### src/rtl/i2c_bus_cond_det_if.sv
// Pad-side and event-side signals of the I2C bus-condition detector.
// master drives pads and enable; slave is the detector itself.
interface i2c_bus_cond_det_if;
    logic en;
    logic scl_i;
    logic sda_i;
    logic scl_f;
    logic sda_f;
    logic scl_rise;
    logic scl_fall;
    logic start_det;
    logic rstart_det;
    logic stop_det;
    logic bus_busy;
    logic timeout;

    modport master (
        output en, scl_i, sda_i,
        input  scl_f, sda_f, scl_rise, scl_fall, start_det, rstart_det, stop_det,
               bus_busy, timeout
    );

    modport slave (
        input  en, scl_i, sda_i,
        output scl_f, sda_f, scl_rise, scl_fall, start_det, rstart_det, stop_det,
               bus_busy, timeout
    );
endinterface

### src/rtl/i2c_bus_cond_det.sv
// Synchronise and glitch-filter SCL/SDA, then decode START/rSTART/STOP and SCL edges.
// Define I2C_BUS_TIMEOUT_EN to add the SCL-stuck-low timeout that releases bus_busy.
module i2c_bus_cond_det #(
    parameter int unsigned       SYNC_STAGES = 2,
    parameter int unsigned       FILT_LEN    = 3,
    parameter int unsigned       TOUT_W      = 16,
    parameter logic [TOUT_W-1:0] TOUT_CYC    = 16'd50000
) (
    input logic               clk_i,
    input logic               rst,
    i2c_bus_cond_det_if.slave bus
);

    localparam int unsigned    CntW    = $clog2(FILT_LEN + 1);
    localparam logic [CntW-1:0] FiltMax = CntW'(FILT_LEN);

    logic [SYNC_STAGES-1:0] scl_sync_q, scl_sync_d;
    logic [SYNC_STAGES-1:0] sda_sync_q, sda_sync_d;
    logic [1:0]             sync_out;
    // Bit 0 is SCL, bit 1 is SDA.
    logic [1:0]             filt_q, filt_d;
    logic [1:0]             prev_q, prev_d;
    logic [CntW-1:0]        cnt_q [2];
    logic [CntW-1:0]        cnt_d [2];

    logic scl_rise_q, scl_rise_d;
    logic scl_fall_q, scl_fall_d;
    logic start_q, start_d;
    logic rstart_q, rstart_d;
    logic stop_q, stop_d;
    logic busy_q, busy_d;
    logic timeout_q, timeout_d;
    logic start_c, stop_c, tout_hit;

`ifdef I2C_BUS_TIMEOUT_EN
    logic [TOUT_W-1:0] tout_cnt_q, tout_cnt_d;

    always_comb begin
        tout_cnt_d = '0;
        tout_hit   = 1'b0;
        if (busy_q && !filt_q[0]) begin
            if (tout_cnt_q + TOUT_W'(1) == TOUT_CYC) begin
                tout_hit = 1'b1;
            end else begin
                tout_cnt_d = tout_cnt_q + TOUT_W'(1);
            end
        end
    end

    always_ff @(posedge clk_i) begin
        if (rst || !bus.en) begin
            tout_cnt_q <= '0;
        end else begin
            tout_cnt_q <= tout_cnt_d;
        end
    end
`else
    logic unused_tout;
    assign unused_tout = ^TOUT_CYC;
    assign tout_hit    = 1'b0;
`endif

    assign sync_out = {sda_sync_q[SYNC_STAGES-1], scl_sync_q[SYNC_STAGES-1]};
    assign start_c  = filt_q[0] & prev_q[0] & prev_q[1] & ~filt_q[1];
    assign stop_c   = filt_q[0] & prev_q[0] & ~prev_q[1] & filt_q[1];

    always_comb begin
        scl_sync_d = {scl_sync_q[SYNC_STAGES-2:0], bus.scl_i};
        sda_sync_d = {sda_sync_q[SYNC_STAGES-2:0], bus.sda_i};
        filt_d     = filt_q;
        for (int i = 0; i < 2; i++) begin
            cnt_d[i] = '0;
            if (sync_out[i] != filt_q[i]) begin
                if (cnt_q[i] + CntW'(1) == FiltMax) begin
                    filt_d[i] = sync_out[i];
                end else begin
                    cnt_d[i] = cnt_q[i] + CntW'(1);
                end
            end
        end

        prev_d     = filt_q;
        scl_rise_d = filt_q[0] & ~prev_q[0];
        scl_fall_d = ~filt_q[0] & prev_q[0];
        start_d    = start_c & ~busy_q;
        rstart_d   = start_c & busy_q;
        stop_d     = stop_c;
        timeout_d  = tout_hit;

        busy_d = busy_q;
        if (start_c) begin
            busy_d = 1'b1;
        end else if (stop_c || tout_hit) begin
            busy_d = 1'b0;
        end
    end

    // Disable is treated as reset so re-enabling never produces spurious pulses.
    always_ff @(posedge clk_i) begin
        if (rst || !bus.en) begin
            scl_sync_q <= '1;
            sda_sync_q <= '1;
            filt_q     <= '1;
            prev_q     <= '1;
            cnt_q[0]   <= '0;
            cnt_q[1]   <= '0;
            scl_rise_q <= 1'b0;
            scl_fall_q <= 1'b0;
            start_q    <= 1'b0;
            rstart_q   <= 1'b0;
            stop_q     <= 1'b0;
            busy_q     <= 1'b0;
            timeout_q  <= 1'b0;
        end else begin
            scl_sync_q <= scl_sync_d;
            sda_sync_q <= sda_sync_d;
            filt_q     <= filt_d;
            prev_q     <= prev_d;
            cnt_q[0]   <= cnt_d[0];
            cnt_q[1]   <= cnt_d[1];
            scl_rise_q <= scl_rise_d;
            scl_fall_q <= scl_fall_d;
            start_q    <= start_d;
            rstart_q   <= rstart_d;
            stop_q     <= stop_d;
            busy_q     <= busy_d;
            timeout_q  <= timeout_d;
        end
    end

    assign bus.scl_f      = filt_q[0];
    assign bus.sda_f      = filt_q[1];
    assign bus.scl_rise   = scl_rise_q;
    assign bus.scl_fall   = scl_fall_q;
    assign bus.start_det  = start_q;
    assign bus.rstart_det = rstart_q;
    assign bus.stop_det   = stop_q;
    assign bus.bus_busy   = busy_q;
    assign bus.timeout    = timeout_q;

endmodule

### src/flat_wrapper.sv
// flat-port wrapper written by rule: the top's interface ports become plain ports
module i2c_bus_cond_det_flat 
#(
    parameter int unsigned       SYNC_STAGES = 2,
    parameter int unsigned       FILT_LEN    = 3,
    parameter int unsigned       TOUT_W      = 16,
    parameter logic [TOUT_W-1:0] TOUT_CYC    = 16'd50000
)
  (clk_i, rst, bus_en, bus_scl_i, bus_sda_i, bus_scl_f, bus_sda_f, bus_scl_rise, bus_scl_fall, bus_start_det, bus_rstart_det, bus_stop_det, bus_bus_busy, bus_timeout);
  i2c_bus_cond_det_if bus_i ();
  input logic clk_i;
  input logic rst;
  input wire logic [$bits(bus_i.en)-1:0] bus_en;
  input wire logic [$bits(bus_i.scl_i)-1:0] bus_scl_i;
  input wire logic [$bits(bus_i.sda_i)-1:0] bus_sda_i;
  output wire logic [$bits(bus_i.scl_f)-1:0] bus_scl_f;
  output wire logic [$bits(bus_i.sda_f)-1:0] bus_sda_f;
  output wire logic [$bits(bus_i.scl_rise)-1:0] bus_scl_rise;
  output wire logic [$bits(bus_i.scl_fall)-1:0] bus_scl_fall;
  output wire logic [$bits(bus_i.start_det)-1:0] bus_start_det;
  output wire logic [$bits(bus_i.rstart_det)-1:0] bus_rstart_det;
  output wire logic [$bits(bus_i.stop_det)-1:0] bus_stop_det;
  output wire logic [$bits(bus_i.bus_busy)-1:0] bus_bus_busy;
  output wire logic [$bits(bus_i.timeout)-1:0] bus_timeout;
  assign bus_i.en = bus_en;
  assign bus_i.scl_i = bus_scl_i;
  assign bus_i.sda_i = bus_sda_i;
  assign bus_scl_f = bus_i.scl_f;
  assign bus_sda_f = bus_i.sda_f;
  assign bus_scl_rise = bus_i.scl_rise;
  assign bus_scl_fall = bus_i.scl_fall;
  assign bus_start_det = bus_i.start_det;
  assign bus_rstart_det = bus_i.rstart_det;
  assign bus_stop_det = bus_i.stop_det;
  assign bus_bus_busy = bus_i.bus_busy;
  assign bus_timeout = bus_i.timeout;
  i2c_bus_cond_det #(.SYNC_STAGES(SYNC_STAGES), .FILT_LEN(FILT_LEN), .TOUT_W(TOUT_W), .TOUT_CYC(TOUT_CYC)) u_core (.clk_i(clk_i), .rst(rst), .bus(bus_i));
endmodule
### config.mk
export PLATFORM = sky130hd
export DESIGN_NAME = i2c_bus_cond_det_flat
export DESIGN_NICKNAME = d
export VERILOG_FILES = /design/src/rtl/i2c_bus_cond_det_if.sv /design/src/rtl/i2c_bus_cond_det.sv /design/src/flat_wrapper.sv
export SDC_FILE = /design/constraint.sdc
export NUM_CORES = 1
export LEC_CHECK = 0
export BUFFER_PORTS_ARGS = -buffer_cell sky130_fd_sc_hd__buf_2
export CAP_MARGIN = 20
export CORE_UTILIZATION = 43
export DETAILED_ROUTE_END_ITERATION = 7
export GPL_TIMING_DRIVEN = 0
export PLACE_DENSITY = 0.69
export SYNTH_ARGS = -nofsm -noshare
export SYNTH_HDL_FRONTEND = slang
export SYNTH_SLANG_ARGS = --single-unit
### constraint.sdc
create_clock -name clk_i -period 1 [get_ports clk_i]
set_clock_uncertainty 0.1 [all_clocks]
set_input_delay 0.3 -clock clk_i [delete_from_list [all_inputs] [get_ports clk_i]]
set_output_delay 0.3 -clock clk_i [all_outputs]
set_load 0.005 [all_outputs]
==> key figures <==
Outcome
  • Status: finished with violations
  • Failing checks: setup timing

Hold path
  • Worst Hold Launch: bus_scl_i
  • Hold depth: 2
  • Hold path endpoint: u_core.scl_sync_q[0]
  • Worst min path class: in2reg

Critical path
  • R2R Path End: u_core.bus.rstart_det
  • R2R depth: 2
  • Critical path required time: 0.60 ns
  • CP cell instances: buf_6
  • Critical R2R Launch: u_core.filt_q[1]
  • Type of the worst setup path: reg2out
  • R2R setup slack: -0.10 ns
  • CP delay by family, top: flip-flops
  • CP Launch Type: register
  • Worst setup EP type: primary output
  • WP data arrival: 0.77 ns
  • Bufs and invs on worst path: 1
  • Worst-path maximum fanout: 5
  • Largest stage delay on the critical path: 0.38 ns
  • CP max-delay cell: dfxtp_4

Power and ir drop
  • Peak VDD IR: 924 uV
  • Overall power: 1190 uW
  • Leakage: 0.000352 uW
  • PD cells: 1360 mW/mm2

STA
  • Setup ws final: -0.171 ns
  • Final hold vios: 0
  • Fin crit share: 117%
  • Final min period: 1.17 ns
  • RSZ-0062 raised after global routing: true
  • # setup viols final: 16
  • Hold slack: 0.0850 ns
  • Slew Viols, Final: 0
  • Fmax: 0.854 GHz

Synth
  • Seq/Total Area, Yosys: 60.1%
  • Number of synthesized register bits: 18
  • Yosys cell types: 20
  • Mean area per synthesized cell: 11.3 um2
  • Synth warn: 0
  • Post-Syn Instances: 53
  • Net count after synthesis: 60
  • Mapped Area: 599 um2

Die
  • Core Footprint: 0.00130 mm2
  • Io pins: 14
  • Die W: 39.3 um
  • Die area: 0.00155 mm2
  • Rows: 13
  • Die Y: 39.3 um
  • Starting Density: 46.1%

GRT
  • First-pass GRT wire length: 1340 um
  • Initial antenna violation count: 0
  • Grt ovf: 0
  • Vias in the first global route: 321
  • Global-route usage over all layers: 13.5%
  • Largest net degree at the start of global routing: 11

Route
  • Drt drc: 0
  • Antenna Nets Post-Route: 0
  • Drt first pass iters: 2
  • Iter 0 DRT Violations: 2
  • Final wirelength: 997 um
  • Avg WL per Cell: 11.5 um
  • DR vias/cell: 4.87
  • Via Count: 424

Finish
  • Filler cells: 101
  • Finished Core Util: 66.9%
  • N_diodes: 0
  • Area delta synth->final: 45.3%
  • Post-route insts no fill: 87
  • Share of layout cells above drive strength 1: 56.9%
  • Total Nets Final: 80

Clock tree
  • Root buf cell: clkbuf_4
  • # hold bufs at CTS: 0
  • Clk_lat worst skew: 0.28 ns
  • Longest Clk Path Bufs: 2
  • CTS Buf Count: 3
  • CTS tree: yes
  • H-Tree Depth: 1
  • CTS clk-pin slew, worst paths: 0.10 ns
  • Clock sinks: 18

Placement
  • GP Congestion: 0.656
  • Dpl ws: -0.195 ns
  • Placed Cells: 80
  • Detailed placer's ending HPWL: 603 um
  • Buffers on Ports: 12

Flow run
  • Number of max-cap violations: 0
==> metrics by stage <==
| step | setup TNS, ns | area, um2 |
|---|---|---|
| floorplan | -0.0226 | 603 |
| global placement | -1.37 | 682 |
| detailed placement | -1.67 | 682 |
| CTS | -1.23 | 803 |
| global route | -1.98 | 871 |
| finish | -1.25 | 871 |
==> where the power goes <==
group / total (uW) / leakage [uW] / internal (uW) / switching [uW]
logic: 36.0 / 0.000184 / 17.5 / 18.6
registers: 718 / 0.000148 / 716 / 2.30
clock network: 432 / 0.0000210 / 221 / 210
==> area by class of cell <==
type,count,area (um2),area share [%]
buffer,2,18.8,2.16
clock buffer,4,36.3,4.17
inverter,3,11.3,1.29
multi-input combinational,30,310,35.6
sequential,18,374,43.0
tap,15,18.8,2.16
timing repair buffer,15,101,11.6
==> worst register-to-register path, cell delays in order, from the launching register on <==
cell and delay, ns:
dfxtp_4 0.38, or3b_4 0.41, nor3_2 0.15
==> Yosys cell counts, drive strengths merged <==
cell / number / area share (%)
and2b: 1 / 1.3
ha: 2 / 4.2
buf: 2 / 2.1
nor4: 4 / 4.2
and3b: 1 / 1.5
conb: 1 / 0.63
xnor2: 2 / 2.9
nand2: 2 / 1.3
nor3b: 2 / 2.5
dfxtp: 18 / 60
nand2b: 6 / 6.3
inv: 3 / 1.9
mux2i: 2 / 3.3
nand3: 1 / 0.83
and3: 1 / 1.0
nor3: 2 / 1.7
or3b: 1 / 1.9
o32ai: 1 / 1.5
a31oi: 1 / 1.0
==> layout by cell type, fill, tap and decap left out <==
cell type	netlist	layout
dfxtp_1	18	11
buf_2	1	9
nand2b_1	6	6
dfxtp_2	0	5
buf_6	0	4
buf_4	1	4
nor4_2	0	3
clkbuf_4	0	3
inv_2	0	2
nor3b_1	2	2
mux2i_1	2	2
nand2_1	2	2
nor3_2	0	2
ha_4	0	2
dfxtp_4	0	2
or3b_4	1	1
and2b_1	1	1
inv_1	3	1
and3b_1	1	1
a31oi_1	1	1
o32ai_2	0	1
xnor2_1	2	1
xnor2_4	0	1
nor4_4	0	1
and3_1	1	1
nand3_1	1	1
conb_1	1	1
clkbuf_8	0	1
==> what timing repair did <==
action | in CTS | in global routing
gates resized for setup | 17 | 10
pin swaps | 5 | 1
setup endpoints to repair | 18 | 18
buffers inserted | 1 | 2
==> layer usage <==
metal / part of all wire [%] / up-vias / global-route usage (%)
li1: - / 218 / -
met1: 47 / 193 / 19.1
met2: 47 / 11 / 17.1
met3: 4.1 / 2 / 5.11
met4: 1.1 / 0 / 7.76
met5: 0 / - / 0
==> registers in the layout, indices dropped and copies added, names as in the netlist <==
register / cells
u_core.scl_sync_q: 2
u_core.cnt_q: 4
u_core.prev_q: 2
u_core.bus.stop_det: 1
u_core.bus.start_det: 1
u_core.filt_q: 2
u_core.bus.scl_fall: 1
u_core.sda_sync_q: 2
u_core.bus.bus_busy: 1
u_core.bus.rstart_det: 1
u_core.bus.scl_rise: 1
==> how the worst max path moves through the flow <==
stage | start | endpoint | slack [ns] | depth (start not counted)
6_report | u_core.filt_q[1] | bus_sda_f | -0.17 | 1
2_1_floorplan | u_core.filt_q[1] | u_core.bus.rstart_det | -0.02 | 2
3_3_place_gp | rst | u_core.bus.bus_busy | -0.17 | 3
5_1_grt | u_core.filt_q[1] | bus_sda_f | -0.20 | 1
3_5_place_dp | rst | u_core.bus.bus_busy | -0.20 | 3
4_1_cts | u_core.filt_q[1] | bus_sda_f | -0.19 | 1
==> cells by family after synthesis <==
logic type / synth area share [%]
other cells: 0.626
xor+xnor: 2.92
fa+ha+maj: 4.17
flops: 60.1
compound gates: 2.51
mux: 3.34
simple gates: 22.3
buf+inv: 3.97
Note: power is estimated with default switching activity, not from simulation.
